$ cat src/rtl/struct_pkg.sv
`default_nettype none
// ============================================================================
//  Module      : struct_pkg
//  Description : Shared definitions for the record summing stage: FSM state
//                encoding and record field offset/width helpers, also used
//                by the record producer stage.
//  Revision    : 1.0 - initial release
// ============================================================================
package struct_pkg;

  // FSM state encoding
  typedef enum logic [1:0] {
    IDLE  = 2'd0,
    ACCUM = 2'd1,
    EMIT  = 2'd2
  } state_t;

  // Tag occupies the low bits of a record
  localparam int c_TAG_LSB = 0;

  // Total packed record width: last flag + value + tag
  function automatic int rec_w(input int value_w, input int tag_w);
    return 1 + value_w + tag_w;
  endfunction

  // Value field sits directly above the tag
  function automatic int value_lsb(input int tag_w);
    return c_TAG_LSB + tag_w;
  endfunction

  // Last flag is the record MSB
  function automatic int last_bit(input int value_w, input int tag_w);
    return value_w + tag_w;
  endfunction

endpackage
`default_nettype wire

$ cat src/rtl/struct_sum_unit.sv
`default_nettype none
// ============================================================================
//  Module      : struct_sum_unit
//  Description : Accumulates a group of tagged records (terminated by the
//                last flag) into a sum, record count and tag-mismatch flag,
//                then presents the result on a valid/ready output.
//  Revision    : 1.0 - initial release
// ============================================================================
module struct_sum_unit
  import struct_pkg::*;
#(
  parameter int VALUE_W = 32,
  parameter int TAG_W   = 8
) (
  input  logic                     clk,
  input  logic                     reset,
  input  logic                     in_valid,
  output logic                     in_ready,
  input  logic [VALUE_W+TAG_W:0]   in_rec,
  output logic                     out_valid,
  input  logic                     out_ready,
  output logic [VALUE_W-1:0]       out_sum,
  output logic [TAG_W-1:0]         out_tag,
  output logic [TAG_W-1:0]         out_count,
  output logic                     out_err
);

  localparam int c_REC_W     = rec_w(VALUE_W, TAG_W);
  localparam int c_VALUE_LSB = value_lsb(TAG_W);
  localparam int c_LAST_BIT  = last_bit(VALUE_W, TAG_W);

  localparam logic [TAG_W-1:0] c_COUNT_MAX = '1;
  localparam logic [TAG_W-1:0] c_COUNT_ONE = TAG_W'(1);

  state_t               r_state;
  state_t               w_state_nxt;
  logic [VALUE_W-1:0]   r_sum;
  logic [TAG_W-1:0]     r_tag;
  logic [TAG_W-1:0]     r_count;
  logic                 r_err;

  logic [c_REC_W-1:0]   w_rec;
  logic                 w_last;
  logic [VALUE_W-1:0]   w_value;
  logic [TAG_W-1:0]     w_tag;
  logic                 w_accept;

  // Record field extraction
  assign w_rec    = in_rec;
  assign w_last   = w_rec[c_LAST_BIT];
  assign w_value  = w_rec[c_VALUE_LSB +: VALUE_W];
  assign w_tag    = w_rec[c_TAG_LSB +: TAG_W];

  // Input is blocked only while a result is waiting downstream
  assign in_ready = (r_state != EMIT);
  assign w_accept = in_valid && in_ready;

  // State register
  always_ff @(posedge clk) begin
    if (reset) begin
      r_state <= IDLE;
    end else begin
      r_state <= w_state_nxt;
    end
  end

  // Next-state logic: last record moves to EMIT, handshake returns to IDLE
  always_comb begin
    w_state_nxt = r_state;
    case (r_state)
      IDLE, ACCUM: begin
        if (w_accept) begin
          w_state_nxt = w_last ? EMIT : ACCUM;
        end
      end
      EMIT: begin
        if (out_ready) begin
          w_state_nxt = IDLE;
        end
      end
      default: w_state_nxt = IDLE;
    endcase
  end

  // Accumulators: load on the first record of a group, accumulate afterwards
  always_ff @(posedge clk) begin
    if (reset) begin
      r_sum   <= '0;
      r_tag   <= '0;
      r_count <= '0;
      r_err   <= 1'b0;
    end else if (w_accept) begin
      if (r_state == IDLE) begin
        r_sum   <= w_value;
        r_tag   <= w_tag;
        r_count <= c_COUNT_ONE;
        r_err   <= 1'b0;
      end else begin
        // Sum wraps naturally; count sticks at its maximum
        r_sum   <= r_sum + w_value;
        r_count <= (r_count == c_COUNT_MAX) ? r_count : r_count + c_COUNT_ONE;
        r_err   <= r_err | (w_tag != r_tag);
      end
    end
  end

  // Result outputs always reflect the live accumulators
  assign out_valid = (r_state == EMIT);
  assign out_sum   = r_sum;
  assign out_tag   = r_tag;
  assign out_count = r_count;
  assign out_err   = r_err;

endmodule
`default_nettype wire

$ cat config.mk
export PLATFORM = sky130hd
export DESIGN_NAME = struct_sum_unit
export DESIGN_NICKNAME = d
export VERILOG_FILES = /design/src/rtl/struct_pkg.sv /design/src/rtl/struct_sum_unit.sv
export SDC_FILE = /design/constraint.sdc
export NUM_CORES = 1
export LEC_CHECK = 0
export ABC_AREA = 0
export BUFFER_PORTS_ARGS = -buffer_cell sky130_fd_sc_hd__buf_2
export CORE_ASPECT_RATIO = 1.2
export CORE_MARGIN = 2
export CORE_UTILIZATION = 54
export DETAILED_ROUTE_END_ITERATION = 12
export PLACE_DENSITY_LB_ADDON = 0.08
export SLEW_MARGIN = 20
export SYNTH_ARGS = -nofsm -noshare
export SYNTH_HDL_FRONTEND = slang
export SYNTH_SLANG_ARGS = --single-unit
$ cat constraint.sdc
create_clock -name clk -period 3.8 [get_ports clk]
set_clock_uncertainty 0.2 [all_clocks]
set_input_delay 0 -clock clk [delete_from_list [all_inputs] [get_ports clk]]
set_output_delay 0 -clock clk [all_outputs]
set_load 0.005 [all_outputs]
==> impl.org, run 1 <==
** GRT
- Total global routing track utilization :: 28.3%
- Entering global routing, the biggest net connects 50 pins.
- Via count of the first global-routing pass :: 4043
- Global-route wire length before repair :: 18200 um
- The number of antenna violations at the first check in global routing came to 0.
- Remaining global-route overflow :: 0

** Power and ir drop
- Dividing total power by cell area gives a power density of 339 nW/um2.
- Sum of internal, switching and leakage power :: 1.66 mW
- Across the VDD grid, the largest voltage drop is 0.260 mV.
- Summed over all cells, the static leakage comes to 2.29 nW.

** Timing
- Post-Route Setup TNS :: 0 ps
- Worst relative slew slack :: 36.8%
- Number of failing hold endpoints at the final stage :: 0
- After layout, the worst path uses 85.6% of the clock period.
- Setup violators final :: 0
- Setup repair after global routing left no endpoint under its margin.
- F_max :: 307 MHz
- Max-slew violation count :: 0
- Shortest period the worst path allows :: 3250 ps
- Pin slew with the least headroom to its limit :: 948 ps

** Floorplanning
- In this run the horizontal extent of the chip is 81.6 um.
- Number of rows in the core area :: 33
- Height of the chip :: 97.1 um
- Die Outline Area :: 7920 um2
- I/O Pins :: 96
- For this configuration, the core starts out at a cell density of 56.2%.
- Core outline area :: 6940 um2

** Critical path
- Critical path capture point type :: register
- At the worst endpoint, the arrival time is 3320 ps.
- In this run the register-to-register setup slack is 570 ps.
- For the worst setup path, the data required time is 3870 ps.
- The critical path in this run is classified as in2reg.
- Highest fanout seen on the critical path :: 4
- The worst register-to-register path has a depth of 10.
- Crit start category :: primary input

** Finish
- 0 antenna diodes ended up in the layout.
- After filler insertion, the fill cell instance count of the layout stands at 586.
- P&R area growth vs syn :: 25.8%
- Count of nets after finishing :: 704
- Cells with a size suffix above 1 make up 19.9% of the layout.

** Synthesis
- Cell taking the most area after synthesis :: dfxtp_1
- The number of nets in the synthesized netlist is 584.
- Cell count after synthesis :: 506
- Number of different library cells in the post-synthesis netlist :: 64
- The synthesized netlist occupies a cell area of 3900 um2.
- For this run, asynchronously set or reset flops after synthesis account for 0%.
- Avg Cell Area, Syn :: 7.71 um2
- During synthesis, Yosys emitted a total of 0 warnings.
- The synthesized design devotes to its leading area cell type 26.2% of total area.
- Most area-consuming cells after synthesis :: dfxtp_1, ha_1, nand2_1
- For this run, the leading register cell type out of synthesis is dfxtp_1.
- Post-synthesis sequential element count :: 51
- Portion of the post-synthesis area used by sequential elements :: 26.2%
- Number of enable-type register cells in the synthesized netlist :: 0

** Detailed routing
- Signal routing reaches up to met4.
- For this run, design rule violations remaining after detail routing come to 0.
- DR pass1 iterations :: 5
- Wire per inst :: 15.4 um
- The detailed router finished its first iteration with 147 violations.
- Routed met2 length :: 5680 um
- Met3 routed WL :: 475 um
- Final Routed Wirelength :: 11000 um
- The routed layout has 4122 vias.
- Number of nets with antenna violations after routing :: 0
- In the final routing, the length of wire on met1 measures 4670 um.
- Dividing the detail-routed via count by the number of cells gives 5.77.

** Flow run
- Number of violations of the max-capacitance limit :: 0

** Clock network
- The cell sitting at the root of the clock tree is a clkbuf_8.
- CTS built an H-tree with a depth of 2.
- Clock Sink Count :: 51
- Buffers inserted during post-CTS setup optimization :: 0
- After clock tree synthesis, the clock-pin slew on the worst setup and hold paths is 100 ps.
- Maximum clock insertion buffer count :: 2
- Clock tree synthesis inserted a total of 5 buffers.
- The later pin in the worst-skew pair is clocked with a latency of 320 ps.
- TritonCTS built the clock tree.

** Worst hold path
- Class of the worst hold path :: in2reg
- Worst Hold Depth :: 5

** Outcome
- Run status :: finished clean

** Place
- Placer congestion estimate :: 0.938
- Once detailed placement completed, the half-perimeter wirelength came to 7480 um.
- In this run the tool buffered the top-level ports with 95 buffer cells.
[registers in the layout, summed over array words and instances, names as in the netlist]
signal,count
r_state,2
out_tag,8
out_sum,32
out_count,8
out_err,1
[timing repair]
action | CTS | global route
endpoints found under the hold margin | 42 | 0
endpoints found under the setup margin | 0 | 0
gates resized for setup | 0 | 0
hold buffers | 44 | 0
[logic make-up after synthesis]
family,count (synthesis),synth area share (%)
and+or+nand+nor,187,21.6
AOI/OAI and AO/OA,160,27.7
DFF,51,26.2
xor gates and xnor gates,38,8.53
buffers and inverters,35,4.65
adders and majority gates,33,10.8
muxes,2,0.545
[power breakdown]
part	leakage [nW]	switching [mW]	internal, mW	total, mW
registers	0.420	0.0360	0.578	0.614
clock network	0.0587	0.207	0.200	0.407
logic	1.81	0.355	0.287	0.643
[synthesized netlist by cell type (3+ instances only)]
| cell | count |
|---|---|
| a211oi_1 | 11 |
| a21o_1 | 18 |
| a21oi_1 | 50 |
| a221oi_1 | 6 |
| a311oi_1 | 11 |
| a31oi_1 | 9 |
| and2_1 | 4 |
| and3_1 | 4 |
| clkbuf_1 | 25 |
| dfxtp_1 | 51 |
| ha_1 | 32 |
| inv_1 | 6 |
| nand2_1 | 85 |
| nand2b_1 | 3 |
| nand3_1 | 15 |
| nand4_1 | 6 |
| nor2_1 | 43 |
| nor3_1 | 8 |
| nor4_1 | 3 |
| o21ai_0 | 23 |
| o31ai_1 | 3 |
| xnor2_1 | 21 |
| xor2_1 | 17 |
[worst paths after layout]
kind | from | to
worst min-delay path | in_rec[36] | out_sum[28]
worst min register to register | out_err | out_err
worst max register to register | out_sum[0] | out_sum[28]
worst max-delay path | in_rec[8] | out_sum[28]
[final cells by class]
| cell class | instances | area (um2) | share of cell area (%) |
|---|---|---|---|
| inverter | 6 | 22.5 | 0.459 |
| clock inverter | 3 | 47.5 | 0.969 |
| sequential | 51 | 1020 | 20.8 |
| clock buffer | 5 | 68.8 | 1.40 |
| tap | 87 | 109 | 2.22 |
| multi-input combinational | 420 | 2700 | 55.0 |
| timing repair buffer | 142 | 938 | 19.1 |
[stage by stage]
step / area, um2 / std cells / util (%) / setup WS (ps) / hold slack (ps)
after floorplan: 3900 / 506 / - / 823 / -87.1
after global placement: 4350 / 662 / 62.7 / 680 / 17.7
after detailed placement: 4350 / 662 / 62.7 / 624 / 33.0
after CTS: 4910 / 714 / 70.8 / 584 / 59.7
after global routing: 4910 / 714 / 70.8 / 431 / 95.9
final: 4910 / 714 / 70.8 / 546 / 59.9
[worst max-delay path, cell delays in order]
cell	delay [ps]
dlygate4sd3_1	540
buf_2	130
ha_1	230
fa_1	430
a21oi_1	220
o22ai_1	170
o2111ai_2	250
nand2_2	110
a221o_2	400
a221o_1	360
or3_1	380
nand3_1	80
[per-layer routing]
| layer | up-vias | track usage [%] |
|---|---|---|
| li1 | 2081 | - |
| met1 | 1922 | 33.8 |
| met2 | 100 | 51.5 |
| met3 | 19 | 3.90 |
| met4 | 0 | 7.31 |
| met5 | - | 0 |
[cells in the final DEF (no fill, tap or decap), drive strengths merged, types with 20 or more instances in the layout]
cell type    count
buf             98
nand2           86
dfxtp           51
a21oi           50
dlygate4sd3     44
nor2            43
ha              32
o21ai           23
xnor2           21
a21o            20
(Power assumes the default switching activity.)
==> run 2, diff against run 1 <==
--- a/config.mk
+++ b/config.mk
@@ -9,7 +9,7 @@
 export BUFFER_PORTS_ARGS = -buffer_cell sky130_fd_sc_hd__buf_2
 export CORE_ASPECT_RATIO = 1.2
 export CORE_MARGIN = 2
-export CORE_UTILIZATION = 54
+export CORE_UTILIZATION = 40
 export DETAILED_ROUTE_END_ITERATION = 12
 export PLACE_DENSITY_LB_ADDON = 0.08
 export SLEW_MARGIN = 20
==> run 2 against run 1 <==
Utilization decreased by 18 points. Sequential share of layout area is 0.35 points lower. Cell count up 5.0%. Sequential power hardly changed. Sequential cell count is the same. Combinational power about the same. Worst setup slack worse by 1.0 ps. Final area increased by 1.7%. Clock power increased by 21%. Critical path depth is the same. Hold slack gained 20 ps. Fmax hardly changed.
==> impl.org, run 2 (synthesized netlist as in run 1, its figures left out) <==
** Clock network
- The total number of H-tree levels was 2 (unchanged).
- The CTS sink count was 51 (unchanged).
- Clock insertion delay at the later pin of the skew report :: 300 ps (-20 ps)
- The maximum clock path buffer count was 2 (unchanged).
- The post-CTS resize count was 0 (unchanged).
- The register clock-pin slew on the reported worst setup and hold paths is 70 ps (-30 ps).
- The post-CTS setup-driven buffer insertion count is 0 (unchanged).
- Clock tree from TritonCTS :: done
- TritonCTS Buffers :: 5 (unchanged)
- Clk root buf :: clkbuf_16

** Finish
- Leaving out fill and tap cells, the most frequent cell in the layout is buf_2.
- Final non-filler cell area :: 4990 um2 (+1.7%)
- Share of final-layout standard cells stronger than drive strength 1 :: 19.9% (unchanged)
- The flip-flop count of the largest register, all copies and words added was 32 (unchanged).
- Leaving out fill and tap cells, the most frequent cells in the layout are buf_2, nand2_1, dfxtp_1.
- P&R area growth vs syn :: 28.0%
- The final-stage net count came to 704 (unchanged).
- The final cell utilization of the core came to 52.5% (-18 points).
- The final antenna diode count was 0 (unchanged).
- Fill cell total of the finished layout :: 933 (+59%)

** Detailed routing
- Count of vias placed by the detailed router :: 4134 (+0.29%)
- Remaining routing DRC violations :: 0 (unchanged)
- The count of nets left with antenna violations after detail routing came to 0 (unchanged).
- Wire per inst :: 15.1 um (-2.2%)
- The detailed-router iteration count before antenna repair came to 4 (-1).
- Final Routed Wirelength :: 11300 um (+2.8%)
- Routed via count divided by cell count :: 5.51 (-4.5%)
- The DRC marker count from the first detailed-route iteration was 149 (+1.4%).

** Timing
- Post-Route Setup TNS :: 0 ps (unchanged)
- F_max :: 307 MHz (about the same)
- Number of failing hold endpoints at the final stage :: 0 (unchanged)
- Final worst path period share :: 85.7% (about the same)
- Worst relative slew slack :: 33.8% (-3.1 points)
- The post-route minimum period was 3260 ps (+1.01 ps).
- The final-report max-slew violation count came to 0 (unchanged).
- Setup violators final :: 0 (unchanged)
- The slew at the pin with the worst max-slew slack came to 994 ps (+45.9 ps).
- Unrepaired setup endpoints after global routing :: false
- Final-layout worst hold slack :: 80.1 ps (+20.2 ps)

** Floorplanning
- The die span in x came to 94.2 um (+15%).
- Starting Density :: 41.0% (-15 points)
- Number of rows in the core area :: 39 (+18%)
- The standard cell core area came to 9520 um2 (+37%).
- Height of the chip :: 112 um (+16%)
- The die footprint is 10600 um2 (+33%).
- The number of top-level design ports was 96 (unchanged).

** Worst hold path
- Class of the worst hold path :: in2reg
- Worst Hold Depth :: 5 (unchanged)

** GRT
- Remaining global-route overflow :: 0 (unchanged)
- The number of antenna violations at the first check in global routing came to 0 (unchanged).
- The overall routing resource usage came to 21.9% (-6.3 points).
- Global-route wire length before repair :: 18900 um (+3.7%)
- Pin count of the biggest net entering global routing :: 50 (unchanged)
- Via count of the first global-routing pass :: 4065 (+0.54%)

** Power and ir drop
- Cell internal power dissipation :: 1.13 mW (+6.0%)
- The power density over cell area is 350 nW/um2 (+3.2%).
- Share of total power consumed by net switching :: 35.4% (-0.62 points)
- Net switching power :: 0.618 mW (+3.2%)
- Clock Power Share :: 28.1% (+3.6 points)
- The sequential group share of total power was 35.1% (-1.8 points).
- The combinational power share came to 36.8% (-1.8 points).
- Worst-case vdd ir drop :: 0.170 mV (-34%)
- Standby leakage power :: 2.31 nW (+0.63%)

** Place
- The quantity of I/O buffers inserted on ports was 95 (unchanged).
- Cell area after placement :: 4400 um2 (+1.0%)
- The sum of net half-perimeters after detailed placement is 7880 um (+5.3%).
- Placer congestion estimate :: 0.908 (-3.2%)

** Critical path
- Worst EP arrival :: 3300 ps (-20 ps)
- Crit start category :: primary input
- The worst reg2reg path depth was 10 (unchanged).
- The required time of the critical path was 3840 ps (-30 ps).
- By startpoint and endpoint, the worst setup path is classified as in2reg.
- The worst setup path is captured at a register.
- The worst-path maximum fanout is 4 (unchanged).

** Outcome
- The run finished with clean final reports.

** Flow run
- Number of violations of the max-capacitance limit :: 0 (unchanged)
==> run 2: cell types whose count changed in the layout (fill, tap and decap cells not counted) <==
cell	change
bufinv_16	-1
clkbuf_16	+5
inv_6	-1
clkinvlp_4	+1
clkbuf_8	-4
==> run 2: final timing paths <==
check              from           to  slack, ps
max           in_rec[8]  out_sum[28]        540
min          in_rec[36]  out_sum[28]         80
max reg2reg  out_sum[0]  out_sum[28]        600
min reg2reg  out_sum[2]   out_sum[2]        280
==> run 2: worst max-delay path: stages <==
cell and delay (ps):
dlygate4sd3_1 540, buf_2 130, ha_1 240, fa_1 420
a21oi_1 210, o22ai_1 160, o2111ai_2 250, nand2_2 100
a221o_2 400, a221o_1 360, or3_1 390, nand3_1 80
==> run 2: area by class of cell <==
cell class / instances / area, um2 / area share (%)
Multi-Input combinational cell: 420 / 2700 / 54.1
Clock inverter: 2 / 16.3 / 0.326
Sequential cell: 51 / 1020 / 20.5
Tap cell: 123 / 154 / 3.08
Timing Repair Buffer: 142 / 938 / 18.8
Inverter: 6 / 22.5 / 0.451
Clock buffer: 6 / 139 / 2.78
==> run 2: timing repair <==
item	CTS	global route
setup endpoints to repair	0	0
hold buffers	44	0
endpoints found under the hold margin	42	0
==> run 2: power groups by stage <==
stage | logic (mW) | registers [mW] | clock network [mW]
6_report | 0.643 | 0.613 | 0.491
5_1_grt | 0.719 | 0.620 | 0.529
4_1_cts | 0.642 | 0.613 | 0.507
3_5_place_dp | 0.601 | 0.625 | 0
3_3_place_gp | 0.602 | 0.622 | 0
2_1_floorplan | 0.447 | 0.625 | 0
==> run 2: metal layers <==
layer	GRT usage (%)	wire length, um	vias to the layer above
li1	-	-	2080
met1	27.0	4990	1963
met2	39.0	5780	84
met3	3.89	447	7
met4	5.80	87	0
met5	0	0	-
==> run 2: stage by stage <==
step	cells	total power [mW]	setup slack, ps
floorplan	506	1.07	823
global placement	698	1.22	656
detailed placement	698	1.23	628
CTS	750	1.76	556
global route	750	1.87	366
finish	750	1.75	545
